==> src/rtl/di_pkg.sv <==
// Shared definitions for the device-interface register terminal:
// status bit positions, FSM state encoding and the out-of-range filler word.
package di_pkg;

    localparam int DI_STAT_ADDR_RANGE = 0;
    localparam int DI_STAT_RO_WRITE   = 1;
    localparam int DI_STAT_TERM_MISS  = 2;

    localparam logic [31:0] DI_FILLER = 32'hDEAD_BEEF;

    typedef enum logic [1:0] {
        IDLE   = 2'd0,
        FETCH  = 2'd1,
        VALID  = 2'd2,
        COMMIT = 2'd3
    } di_state_e;

endpackage

==> src/rtl/di_reg_terminal_stats.sv <==
// Saturating access counters for the register terminal: committed writes
// and consumed reads, exposed as two extra read-only words.
module di_reg_terminal_stats (
    input  logic        clk,
    input  logic        reset_n,
    input  logic        wr_inc,
    input  logic        rd_inc,
    output logic [31:0] wr_cnt,
    output logic [31:0] rd_cnt
);

    always_ff @(posedge clk or negedge reset_n) begin
        if (!reset_n) begin
            wr_cnt <= 32'd0;
            rd_cnt <= 32'd0;
        end else begin
            if (wr_inc && (wr_cnt != 32'hFFFF_FFFF))
                wr_cnt <= wr_cnt + 32'd1;
            if (rd_inc && (rd_cnt != 32'hFFFF_FFFF))
                rd_cnt <= rd_cnt + 32'd1;
        end
    end

endmodule

==> src/rtl/di_reg_terminal.sv <==
// Register-bank terminal on the di_* bus: decodes terminal/register address,
// commits writes, prefetches read data. Optional DI_REG_TERMINAL_STATS_EN adds counters.
module di_reg_terminal
    import di_pkg::*;
#(
    parameter logic [15:0]         TERM_ADDR   = 16'h0050,
    parameter int                  NUM_REGS    = 16,
    parameter logic [NUM_REGS-1:0] RO_MASK     = {NUM_REGS{1'b0}},
    parameter logic [31:0]         RESET_VALUE = 32'h0
) (
    input  logic                     clk,
    input  logic                     reset_n,
    input  logic [15:0]              di_term_addr,
    input  logic [31:0]              di_reg_addr,
    input  logic                     di_read_mode,
    input  logic                     di_read_req,
    input  logic                     di_read,
    output logic                     di_read_rdy,
    output logic [31:0]              di_reg_datao,
    input  logic                     di_write_mode,
    input  logic                     di_write,
    output logic                     di_write_rdy,
    input  logic [31:0]              di_reg_datai,
    output logic [15:0]              di_transfer_status,
    output logic [32*NUM_REGS-1:0]   reg_q,
    input  logic [32*NUM_REGS-1:0]   ro_d,
    output logic [NUM_REGS-1:0]      wr_strobe
);

`ifdef DI_REG_TERMINAL_STATS_EN
    localparam int LIMIT = NUM_REGS + 2;
`else
    localparam int LIMIT = NUM_REGS;
`endif

    di_state_e   state, state_nxt;
    logic [31:0] fetch_addr;
    logic        wr_acc, wr_legal, rd_evt;
    logic        addr_bad, ro_hit, term_miss;
    logic [15:0] stat_new;
    logic [31:0] rd_word;

`ifdef DI_REG_TERMINAL_STATS_EN
    logic [31:0] stat_wr_cnt, stat_rd_cnt;

    di_reg_terminal_stats u_stats (
        .clk     (clk),
        .reset_n (reset_n),
        .wr_inc  (wr_legal),
        .rd_inc  (di_read && !wr_acc),
        .wr_cnt  (stat_wr_cnt),
        .rd_cnt  (stat_rd_cnt)
    );
`endif

    // Address decode and access classification
    always_comb begin
        addr_bad  = (di_reg_addr >= 32'(LIMIT));
        term_miss = (di_term_addr != TERM_ADDR);
        ro_hit    = 1'b0;
        for (int i = 0; i < NUM_REGS; i++)
            if (RO_MASK[i] && (di_reg_addr == 32'(i)))
                ro_hit = 1'b1;
`ifdef DI_REG_TERMINAL_STATS_EN
        if ((di_reg_addr == 32'(NUM_REGS)) || (di_reg_addr == 32'(NUM_REGS + 1)))
            ro_hit = 1'b1;
`endif
        // A write during COMMIT is ignored; a write beats a simultaneous read.
        wr_acc   = di_write && (state != COMMIT);
        wr_legal = wr_acc && !addr_bad && !ro_hit && !term_miss;
        rd_evt   = di_read_req || (di_read && !wr_acc);

        stat_new                     = 16'h0000;
        stat_new[DI_STAT_ADDR_RANGE] = addr_bad && (rd_evt || wr_acc);
        stat_new[DI_STAT_RO_WRITE]   = wr_acc && ro_hit;
        stat_new[DI_STAT_TERM_MISS]  = term_miss && (di_read_req || wr_acc);
    end

    always_comb begin
        rd_word = DI_FILLER;
        for (int i = 0; i < NUM_REGS; i++)
            if (di_reg_addr == 32'(i))
                rd_word = RO_MASK[i] ? ro_d[32*i +: 32] : reg_q[32*i +: 32];
`ifdef DI_REG_TERMINAL_STATS_EN
        if (di_reg_addr == 32'(NUM_REGS))
            rd_word = stat_wr_cnt;
        if (di_reg_addr == 32'(NUM_REGS + 1))
            rd_word = stat_rd_cnt;
`endif
    end

    always_comb begin
        state_nxt = state;
        case (state)
            IDLE:   state_nxt = FETCH;
            FETCH:  state_nxt = VALID;
            VALID:  if ((di_reg_addr != fetch_addr) || di_read_req || di_read)
                        state_nxt = FETCH;
            COMMIT: state_nxt = FETCH;
            default: state_nxt = IDLE;
        endcase
        if (wr_acc)
            state_nxt = COMMIT;
    end

    assign di_read_rdy  = (state == VALID);
    assign di_write_rdy = (state != COMMIT);

    always_ff @(posedge clk or negedge reset_n) begin
        if (!reset_n) begin
            state              <= IDLE;
            fetch_addr         <= 32'd0;
            di_reg_datao       <= 32'd0;
            di_transfer_status <= 16'h0000;
            reg_q              <= {NUM_REGS{RESET_VALUE}};
            wr_strobe          <= '0;
        end else begin
            state <= state_nxt;
            if (state == FETCH) begin
                di_reg_datao <= rd_word;
                fetch_addr   <= di_reg_addr;
            end
            // Flags accumulate within a transaction and clear between them
            if (!di_read_mode && !di_write_mode)
                di_transfer_status <= 16'h0000;
            else
                di_transfer_status <= di_transfer_status | stat_new;
            for (int i = 0; i < NUM_REGS; i++) begin
                wr_strobe[i] <= wr_legal && (di_reg_addr == 32'(i));
                if (wr_legal && (di_reg_addr == 32'(i)))
                    reg_q[32*i +: 32] <= di_reg_datai;
            end
        end
    end

endmodule
==> config.mk <==
export PLATFORM = sky130hd
export DESIGN_NAME = di_reg_terminal
export DESIGN_NICKNAME = d
export VERILOG_FILES = /design/src/rtl/di_pkg.sv /design/src/rtl/di_reg_terminal_stats.sv /design/src/rtl/di_reg_terminal.sv
export SDC_FILE = /design/constraint.sdc
export NUM_CORES = 1
export LEC_CHECK = 0
export BUFFER_PORTS_ARGS = -buffer_cell sky130_fd_sc_hd__buf_2
export CAP_MARGIN = 40
export CELL_PAD_IN_SITES_DETAIL_PLACEMENT = 1
export CELL_PAD_IN_SITES_GLOBAL_PLACEMENT = 1
export CORE_AREA = 2 2 453 455
export CTS_CLUSTER_DIAMETER = 100
export DETAILED_ROUTE_END_ITERATION = 16
export DIE_AREA = 0 0 455 457
export PLACE_DENSITY = 0.37
export SYNTH_ARGS = -nofsm -noshare
export SYNTH_HDL_FRONTEND = slang
export SYNTH_SLANG_ARGS = --single-unit
==> constraint.sdc <==
create_clock -name clk -period 5.5 [get_ports clk]
set_input_delay 0.825 -clock clk [delete_from_list [all_inputs] [get_ports clk]]
set_output_delay 0.825 -clock clk [all_outputs]
set_load 0.01 [all_outputs]
### After elaboration in Yosys (flattened, before gate mapping)

Cells that the tools add are included.

* logic and storage cells: 101
* bits in registers: 610
* output and inout port bits: 578
* bits of input ports: 599

* eq/ne operators: 22
* reduce and logical (&&, ||, !) cells: 36
* bitwise operators: 1
* order comparisons: 1
* mux-type cells: 20

Operators with widths (number)
* 32-bit 2-to-1 mux: 16
* 32-bit by 4-bit == test with 1-bit output (second input constant): 8
* 32-bit by 3-bit == test with 1-bit output (second input constant): 4
* 32-bit by 2-bit == test with 1-bit output (second input constant): 2
* 32-bit by 1-bit == test with 1-bit output (second input constant): 1
* 32-bit by 5-bit greater-or-equal comparator with 1-bit output (second input constant): 1
* 32-bit logical NOT: 1
* 32-bit != test: 1
* 1-bit logical AND: 23
* 16-bit 2-to-1 mux: 1
* 16-bit by 7-bit != test with 1-bit output (second input constant): 1
* 16-bit by 3-bit bitwise OR with 16-bit output: 1
* 2-bit case mux with 3 select lines: 1
* 1-bit logical NOT: 5
* 1-bit logical OR: 5
* 2-bit == test (second input constant): 2
* 2-bit 2-to-1 mux: 2
* 3-bit by 1-bit != test with 1-bit output (second input constant): 1
* 2-bit by 1-bit == test with 1-bit output (second input constant): 1
* 2-bit logical NOT: 1
* 2-bit != test (second input constant): 1
* 2-bit OR reduction: 1

### Logic depth before layout (Yosys ltp)

Gate-level depths: netlist of run 1.

* word-level depth: 17
* mapped depth: 11
* depth with buffers taken out: 7

### Worst setup path after synthesis of run 1

OpenSTA, ideal clock, no wires.

* path kind: input-to-reg
* start: input port di_reg_addr[9]
* end: register reg_q[16]
* required time: 5372 ps
* buffers on the path: 2
* data arrival time: 3235 ps
* setup slack: 2137 ps
* cell stages on the path: 8
* setup time: 128 ps
* path through: or4_1 -> nor3_4 -> nand2_2 -> or3_1 -> clkbuf_1 -> nor4_4 -> buf_4 -> mux2_1

* word-level cells in the longest chain between the ends: 5
* elaborated cells on any way between the ends: 6

RTL lines
* start, declared: line di_reg_terminal.sv:14 `input logic [31:0] di_reg_addr,`
* 32-bit by 5-bit greater-or-equal comparator with 1-bit output: line di_reg_terminal.sv:58 `addr_bad = (di_reg_addr >= 32'(LIMIT));`
* 1-bit logical NOT: line di_reg_terminal.sv:70 `wr_legal = wr_acc && !addr_bad && !ro_hit && !term_miss;`
* 1-bit logical AND (2 in a row): line di_reg_terminal.sv:70
* 1-bit logical AND (*): line di_reg_terminal.sv:130 `if (wr_legal && (di_reg_addr == 32'(i)))`
* end signal, assigned: line di_reg_terminal.sv:115 `reg_q <= {NUM_REGS{RESET_VALUE}};`
* end signal, assigned by index: line di_reg_terminal.sv:131 `reg_q[32*i +: 32] <= di_reg_datai;`
* end, declared: line di_reg_terminal.sv:25 `output logic [32*NUM_REGS-1:0] reg_q,`

Mark *: on every way between the ends. The rest lies on a longest branch, timed or not.
A chain may end at the register's enable or synchronous reset.

### Worst setup path after layout of run 1

* start: input port di_reg_addr[21]
* end: register reg_q[456]

Same word-level chain as after synthesis.

==> impl_metrics.yaml, run 1 <==
clocking:
  cts_resized: 0
  cts-hold-fix-buffers: 0
  clockBufferDepth: 3
  cts_buffers: 89
  cts_root_buffer: "clkbuf_16"
  cts_max_level: 3
  cts.sinks: 596
  cts_tree: "done"
  postCtsSetupRepairBufs: 0
  insertion_delay_ps: 740
  clk_pin_slew_ps: 60
synth:
  ys_warn_count: 0
  ys.flop_type: "dfrtp_1"
  synth_mux_area_share_pct: 21.7
  synth.cell_area_um2: 27200
  synth_top_family_by_area: "multiplexers"
  synth_adder_area_share_pct: 0
  synth_cell_types: 72
  synth-simple-area-share_pct: 9.73
  netlist_instances: 2262
  synth-xor-area-share_pct: 1.03
  synth_area_per_cell_um2: 12.0
  synth_compound_area_share_pct: 9.32
  synth_edf_count: 0
  yosysSeqAreaShare_pct: 54.8
  async_flop_share_pct: 100
  ys_ff_latch: 596
worst_setup_path:
  rrSetupSlack_ps: 2290
  crit_end: "reg_q[456]"
  path_class: "input port to flip-flop"
  path_max_fanout: 17
  r2r_start: "state[0]"
  critical_path_required_ps: 6100
  cp-start-kind: "input port"
  worst_setup_path_end_kind: "flip-flop"
  cp-startpoint: "di_reg_addr[21]"
  arrival_ps: 4520
  r2r_cells: 7
  r2r-end: "reg_q[456]"
pwr:
  powerDensity_nw_per_um2: 330
  leakage_nw: 18.8
  irDropWorstVdd_mv: 0.221
  p_total_mw: 12.3
placement:
  pre_cts_ws_ps: 758
  placed_cell_area_um2: 34400
  gp_congestion: 0.778
  place_hpwl_um: 141000
  io_buffers: 650
sta:
  setup_viol: 0
  rsz0062_at_grt: "no"
  tightest_slew_ps: 1120
  fin_crit_ps: 3930
  clock.fmax_ghz: 0.255
  setup_slack_ps: 1570
  finalSetupTns_ps: 0
  final_max_slew_viol_count: 0
  skew_ps: 40.4
  fin_crit_sh_pct: 71.4
  whs_ps: 114
  maxSlewHeadroom_pct: 25.1
  hold_viol: 0
drt:
  drtPass1Iterations: 5
  drt-initial-drc-count: 1330
  totalWireLength_um: 188000
  drt-vias-per-instance: 4.03
  wire_per_inst_um: 32.9
  vias: 23100
  route.detailed.drc: 0
  ant_nets: 0
floorplan:
  io_pins: 1177
  core_area_um2: 203000
  start_util_pct: 13.4
  die_h_um: 457
  die_area_um2: 208000
  fp-row-count: 166
  die_w_um: 455
global_route:
  grt_max_degree: 119
  grt_pass1_vias: 24200
  overflow: 0
  grt_antenna_before_repair: 20
  grt.total_usage_pct: 17.7
  grt_pass1_wl_um: 245000
outcome:
  status: "completed"
job:
  drv_cap: 0
final_layout:
  fin_area_um2: 37400
  nFillCells: 23100
  syn_to_final_growth_pct: 37.3
  nets: 3562
  drive_gt1_share_pct: 47.2
min_path:
  hp-class: "input port to async pin"
-- synthesized netlist by cell type (4+ instances only) --
| cell type | number | area [um^2] |
|---|---|---|
| dfrtp_1 | 596 | 14900 |
| xor2_1 | 23 | 201 |
| or3_1 | 11 | 68.8 |
| nor3_1 | 46 | 230 |
| a221o_1 | 15 | 150 |
| inv_1 | 6 | 22.5 |
| a2111oi_0 | 4 | 35.0 |
| nor4_1 | 25 | 156 |
| mux2i_1 | 9 | 90.1 |
| buf_4 | 38 | 285 |
| nor2b_1 | 14 | 87.6 |
| mux4_2 | 12 | 270 |
| o221ai_1 | 30 | 263 |
| a222oi_1 | 8 | 80.1 |
| buf_2 | 21 | 105 |
| nand4_1 | 27 | 169 |
| and2_1 | 5 | 31.3 |
| o32ai_1 | 9 | 78.8 |
| o21ai_0 | 57 | 285 |
| a31oi_1 | 9 | 56.3 |
| buf_1 | 23 | 86.3 |
| o22ai_1 | 57 | 357 |
| nor2_4 | 5 | 56.3 |
| mux2_1 | 43 | 484 |
| a221oi_1 | 19 | 166 |
| a211oi_1 | 13 | 97.6 |
| o21a_1 | 6 | 45.0 |
| a21o_1 | 4 | 30.0 |
| o211ai_1 | 15 | 113 |
| a21oi_1 | 52 | 260 |
| mux2_2 | 450 | 5070 |
| o22a_1 | 13 | 114 |
| or4_1 | 9 | 67.6 |
| clkbuf_1 | 106 | 398 |
| xnor2_1 | 9 | 78.8 |
| nand3_1 | 23 | 115 |
| a22oi_1 | 17 | 128 |
| nor2_1 | 119 | 447 |
| nand2_1 | 244 | 916 |
| nor4b_1 | 4 | 35.0 |
| nand2b_1 | 11 | 68.8 |
-- state kept, by name, summed over array words and instances (netlist names) --
name / count
di_reg_datao: 32
di_transfer_status: 2
fetch_addr: 32
reg_q: 512
state: 2
wr_strobe: 16
-- routing by layer --
metal / vias to the layer above / wire, um / global-route usage [%]
met5: - / 8 / 0
met4: 2 / 6720 / 5.88
met3: 191 / 9190 / 3.63
met2: 677 / 94900 / 31.1
met1: 12500 / 77600 / 21.3
li1: 9717 / - / -
-- worst min path at each step --
stage / startpoint / end / depth (start not counted) / slack, ps
after floorplan: fetch_addr[10] / fetch_addr[10] / 2 / 470
after global placement: di_reg_datao[25] / di_reg_datao[25] / 2 / 470
after detailed placement: di_reg_datao[25] / di_reg_datao[25] / 2 / 470
after CTS: reset_n / reg_q[27] / 1 / 130
after global routing: reset_n / reg_q[27] / 1 / 150
final: reset_n / reg_q[27] / 1 / 110
-- layout by cell type, fill, tap and decap left out, types with 17 or more instances in the layout --
cell type	n
o21ai_0	57
o221ai_1	30
xor2_1	23
clkbuf_1	25
nand4_1	27
dfrtp_1	596
nand3_1	17
buf_2	650
nand2_1	242
a21oi_1	52
a221oi_1	19
nor3_1	42
o22ai_1	57
a22oi_1	17
nor2_1	114
clkbuf_8	17
clkbuf_16	90
buf_4	115
nor4_1	20
mux2_1	43
mux2_2	450
-- layout make-up --
| cell class | instances | area (um^2) | area share [%] |
|---|---|---|---|
| Clock inverter | 26 | 363 | 0.971 |
| Inverter | 8 | 30.0 | 0.0804 |
| Multi-Input combinational cell | 1482 | 11600 | 31.0 |
| Sequential cell | 596 | 14900 | 39.9 |
| Antenna cell | 6 | 15.0 | 0.0402 |
| Clock buffer | 132 | 2580 | 6.91 |
| Timing Repair Buffer | 786 | 4510 | 12.1 |
| Tap cell | 2688 | 3360 | 9.00 |
-- stage by stage --
step | util, % | std cells
floorplan | - | 2275
global placement | 16.9 | 5551
detailed placement | 16.9 | 5559
CTS | 18.4 | 5717
global route | 18.4 | 5719
finish | 18.4 | 5724
-- kinds of logic after synthesis --
group           after synthesis
simple gates                563
buf+inv                     197
flops                       596
compound gates              359
xor+xnor                     32
other cells                   1
mux                         514
-- power breakdown --
group / leakage (nW) / switching, mW / internal, mW / total, mW
registers: 8.15 / 0.149 / 4.60 / 4.75
logic: 9.20 / 1.17 / 0.496 / 1.67
clock network: 1.44 / 2.43 / 3.49 / 5.92
-- critical path, cell delays in order --
cell     delay (ps)
buf_2           120
nor4_1          470
and4_2          750
buf_4           360
nand4_1         540
nor2_4          740
buf_12          290
mux2_2          360
Note: power is estimated with default switching activity, not from simulation.
==> run 2, diff against run 1 <==
--- a/config.mk
+++ b/config.mk
@@ -5,15 +5,16 @@
 export SDC_FILE = /design/constraint.sdc
 export NUM_CORES = 1
 export LEC_CHECK = 0
+export ABC_AREA = 1
 export BUFFER_PORTS_ARGS = -buffer_cell sky130_fd_sc_hd__buf_2
 export CAP_MARGIN = 40
 export CELL_PAD_IN_SITES_DETAIL_PLACEMENT = 1
 export CELL_PAD_IN_SITES_GLOBAL_PLACEMENT = 1
-export CORE_AREA = 2 2 453 455
+export CORE_AREA = 2 2 456 458
 export CTS_CLUSTER_DIAMETER = 100
 export DETAILED_ROUTE_END_ITERATION = 16
-export DIE_AREA = 0 0 455 457
-export PLACE_DENSITY = 0.37
+export DIE_AREA = 0 0 458 460
+export PLACE_DENSITY = 0.38
 export SYNTH_ARGS = -nofsm -noshare
 export SYNTH_HDL_FRONTEND = slang
 export SYNTH_SLANG_ARGS = --single-unit
==> constraint.sdc (replaced) <==
create_clock -name clk -period 3.76 [get_ports clk]
set_input_delay 0.564 -clock clk [delete_from_list [all_inputs] [get_ports clk]]
set_output_delay 0.564 -clock clk [all_outputs]
set_load 0.01 [all_outputs]
==> run 2 against run 1 <==
Net effect:
- synthesized cell count increased by 46%
- wire length shrank 7.2%
- highest routed layer unchanged
- critical path depth is 12 higher
- sequential cell count stayed put
- final area grew 1.3%
- via count up 11%
- non-clock buffer count is 65 higher
- clock-buffer cell count shrank 8
- combinational power increased by 9.6%
- global-route usage is 1.4 points lower
==> impl_metrics.yaml, run 2 <==
outcome:
  status: "completed"
pwr:
  p_total_mw: 17.4
  internal_power_mw: 12.4
  leakage_nw: 18.3
  p_sw_mw: 5.00
  combPwrFrac_pct: 10.5
  pwr-share-seq_pct: 39.8
  powerDensity_nw_per_um2: 459
  irDropWorstVdd_mv: 0.276
  switching_share_pct: 28.8
  pwr-share-clk_pct: 49.7
synth:
  yosysMostFrequentCell: "nand2_1"
  synthTopCellsByCount: "1017 x nand2_1, 596 x dfrtp_1, 509 x o21ai_0"
  synth.cell_area_um2: 27000
  ys_warn_count: 0
  async_flop_share_pct: 100
  netlist_instances: 3309
  ys_ff_latch: 596
  yosys.area.top_type: "dfrtp_1"
  synth_cell_types: 47
  yosysSeqAreaShare_pct: 55.2
  ys.flop_type: "dfrtp_1"
  synth_area_leaders: "dfrtp_1 55%, nand2_1 14%, o21ai_0 9.4%"
  synth_area_per_cell_um2: 8.17
  synth_edf_count: 0
  synth_top_area_share_pct: 55.2
final_layout:
  utilization_pct: 18.4
  nets: 4660
  drive_gt1_share_pct: 26.9
  nFillCells: 24500
  multi_input_area_um2: 9940
  final_cells: 6848
  largest_reg_flops: 512
  largest-register: "reg_q"
  syn_to_final_growth_pct: 40.0
  mostFrequentLayoutCell: "nand2_1"
  layout_common_cells: "1009 x nand2_1, 649 x buf_2, 596 x dfrtp_1"
  regArea_um2: 14900
  reg.largest.list: "reg_q x512, di_reg_datao x32, fetch_addr x32"
drt:
  drt-initial-drc-count: 1294
  vias: 25600
  drt-vias-per-instance: 3.74
  ant_nets: 0
  route.detailed.drc: 0
  wire_per_inst_um: 25.5
  drtPass1Iterations: 5
  totalWireLength_um: 175000
global_route:
  grt_max_degree: 82
  overflow: 0
  grt_pass1_wl_um: 236000
  grt_pass1_vias: 26800
  grt_antenna_before_repair: 15
  grt.total_usage_pct: 16.4
clocking:
  clockBufferDepth: 3
  cts_root_buffer: "clkbuf_16"
  insertion_delay_ps: 710
  cts.sinks: 596
  postCtsSetupRepairBufs: 0
  clk_pin_slew_ps: 60
  cts_max_level: 3
  cts_tree: "done"
  cts_buffers: 88
placement:
  dp.cells: 6674
  pre_cts_ws_ps: 3.08
  io_buffers: 650
  place_hpwl_um: 139000
  gp_congestion: 0.794
floorplan:
  start_util_pct: 13.1
  fp-row-count: 167
  die_h_um: 460
  die_w_um: 458
  die_area_um2: 211000
  io_pins: 1177
  core_area_um2: 206000
sta:
  final_max_slew_viol_count: 0
  setup_viol: 0
  hold_viol: 0
  tightest_slew_ps: 905
  setup_slack_ps: 882
  fin_crit_ps: 2880
  fin_crit_sh_pct: 76.5
  maxSlewHeadroom_pct: 39.7
  clock.fmax_ghz: 0.347
  skew_ps: 34.4
  rsz0062_at_grt: "no"
job:
  drv_cap: 0
worst_setup_path:
  critPathSlowestCell: "nor3_2"
  path_max_fanout: 10
  critical_path_required_ps: 4340
  path_class: "input port to flip-flop"
  cpMostUsedCell: "nand2_1"
  cp-start-kind: "input port"
  crit_path_cell_trace: "buf_2, nor2_1, buf_4, nand2_1, inv_2, buf_4, nand3_1, nor3_2, inv_2, buf_12, buf_12, or2_0, nand4_1, nand2_1, nand4_1, nand2_1, nand3_1, nand2_1, nand2_1, nand2_1"
  worst_setup_path_end_kind: "flip-flop"
  arrival_ps: 3460
  critPathMaxStageDelay_ps: 330
min_path:
  hp-class: "input port to flip-flop"
## run 2: cell types whose count changed in the layout (fill, tap and decap cells not counted), sizes merged, moves of 30 or more
cell / delta
o221ai: -30
nand2: +776
mux2: -493
nor2: +68
nand3: +69
inv: +348
nand4: +59
buf: +65
o22ai: -51
or2: +43
o21ai: +527
## run 2: final cells by class
| cell class | count | area share (%) |
|---|---|---|
| antenna | 11 | 0.0728 |
| clock buffer | 124 | 6.82 |
| clock inverter | 38 | 0.939 |
| inverter | 355 | 3.53 |
| multi-input combinational | 2169 | 26.3 |
| sequential | 596 | 39.4 |
| tap | 2704 | 8.94 |
| timing repair buffer | 851 | 14.0 |
## run 2: what timing repair did
item / 4_1_cts / 5_1_grt
endpoints found under the hold margin: 46 / 0
hold buffers: 1 / 0
resized for setup: 0 / 0
## run 2: logic make-up after synthesis
family	share of synthesized area [%]
AO/OA/AOI/OAI	12.4
XOR/XNOR	0.227
buffers and inverters	8.53
flip-flops	55.2
other	0.0139
AND/OR/NAND/NOR	23.6
## run 2: per-layer routing
| layer | vias up | track usage [%] | wire, um | part of all wire, % |
|---|---|---|---|---|
| li1 | 12100 | - | - | - |
| met1 | 12700 | 19.4 | 72900 | 42 |
| met2 | 649 | 28.4 | 85600 | 49 |
| met3 | 145 | 4.82 | 11700 | 6.7 |
| met4 | 6 | 4.54 | 4620 | 2.6 |
| met5 | - | 0 | 37 | 0.021 |
## run 2: worst max-delay path, delay by kind of cell
kind                   cells  cell delay [ps]
and+or+nand+nor           13             1850
buffers and inverters      7             1010
## run 2: metrics by stage
stage	instance area, um^2	TNS (ps)	hold WS, ps
6_report	37800	0	98.8
5_1_grt	37800	0	54.8
4_1_cts	37800	0	6.19
3_5_place_dp	34900	0	465
3_3_place_gp	34800	-5.72	467
2_1_floorplan	27100	0	268
## run 2: path summary, 6_finish.rpt
check                                     start              end  slack (ps)  cells after the start
worst max-delay path             di_reg_addr[5]  di_reg_datao[7]         880                     20
worst min-delay path            di_reg_addr[26]   fetch_addr[26]         100                      3
worst max register to register         state[0]       reg_q[177]        1120                      9
worst min register to register  di_reg_datao[1]  di_reg_datao[1]         480                      2
max in group asynchronous               reset_n        reg_q[24]        2080                      3
min in group asynchronous               reset_n    fetch_addr[9]         450                      2
## run 2: power groups by stage
stage	Sequential [mW]	Combinational (mW)	Clock, mW
final	6.91	1.83	8.64
after global routing	6.95	2.11	9.20
after CTS	6.92	1.93	8.97
after detailed placement	7.03	1.92	0
after global placement	7.02	1.90	0
after floorplan	7.03	0.893	0
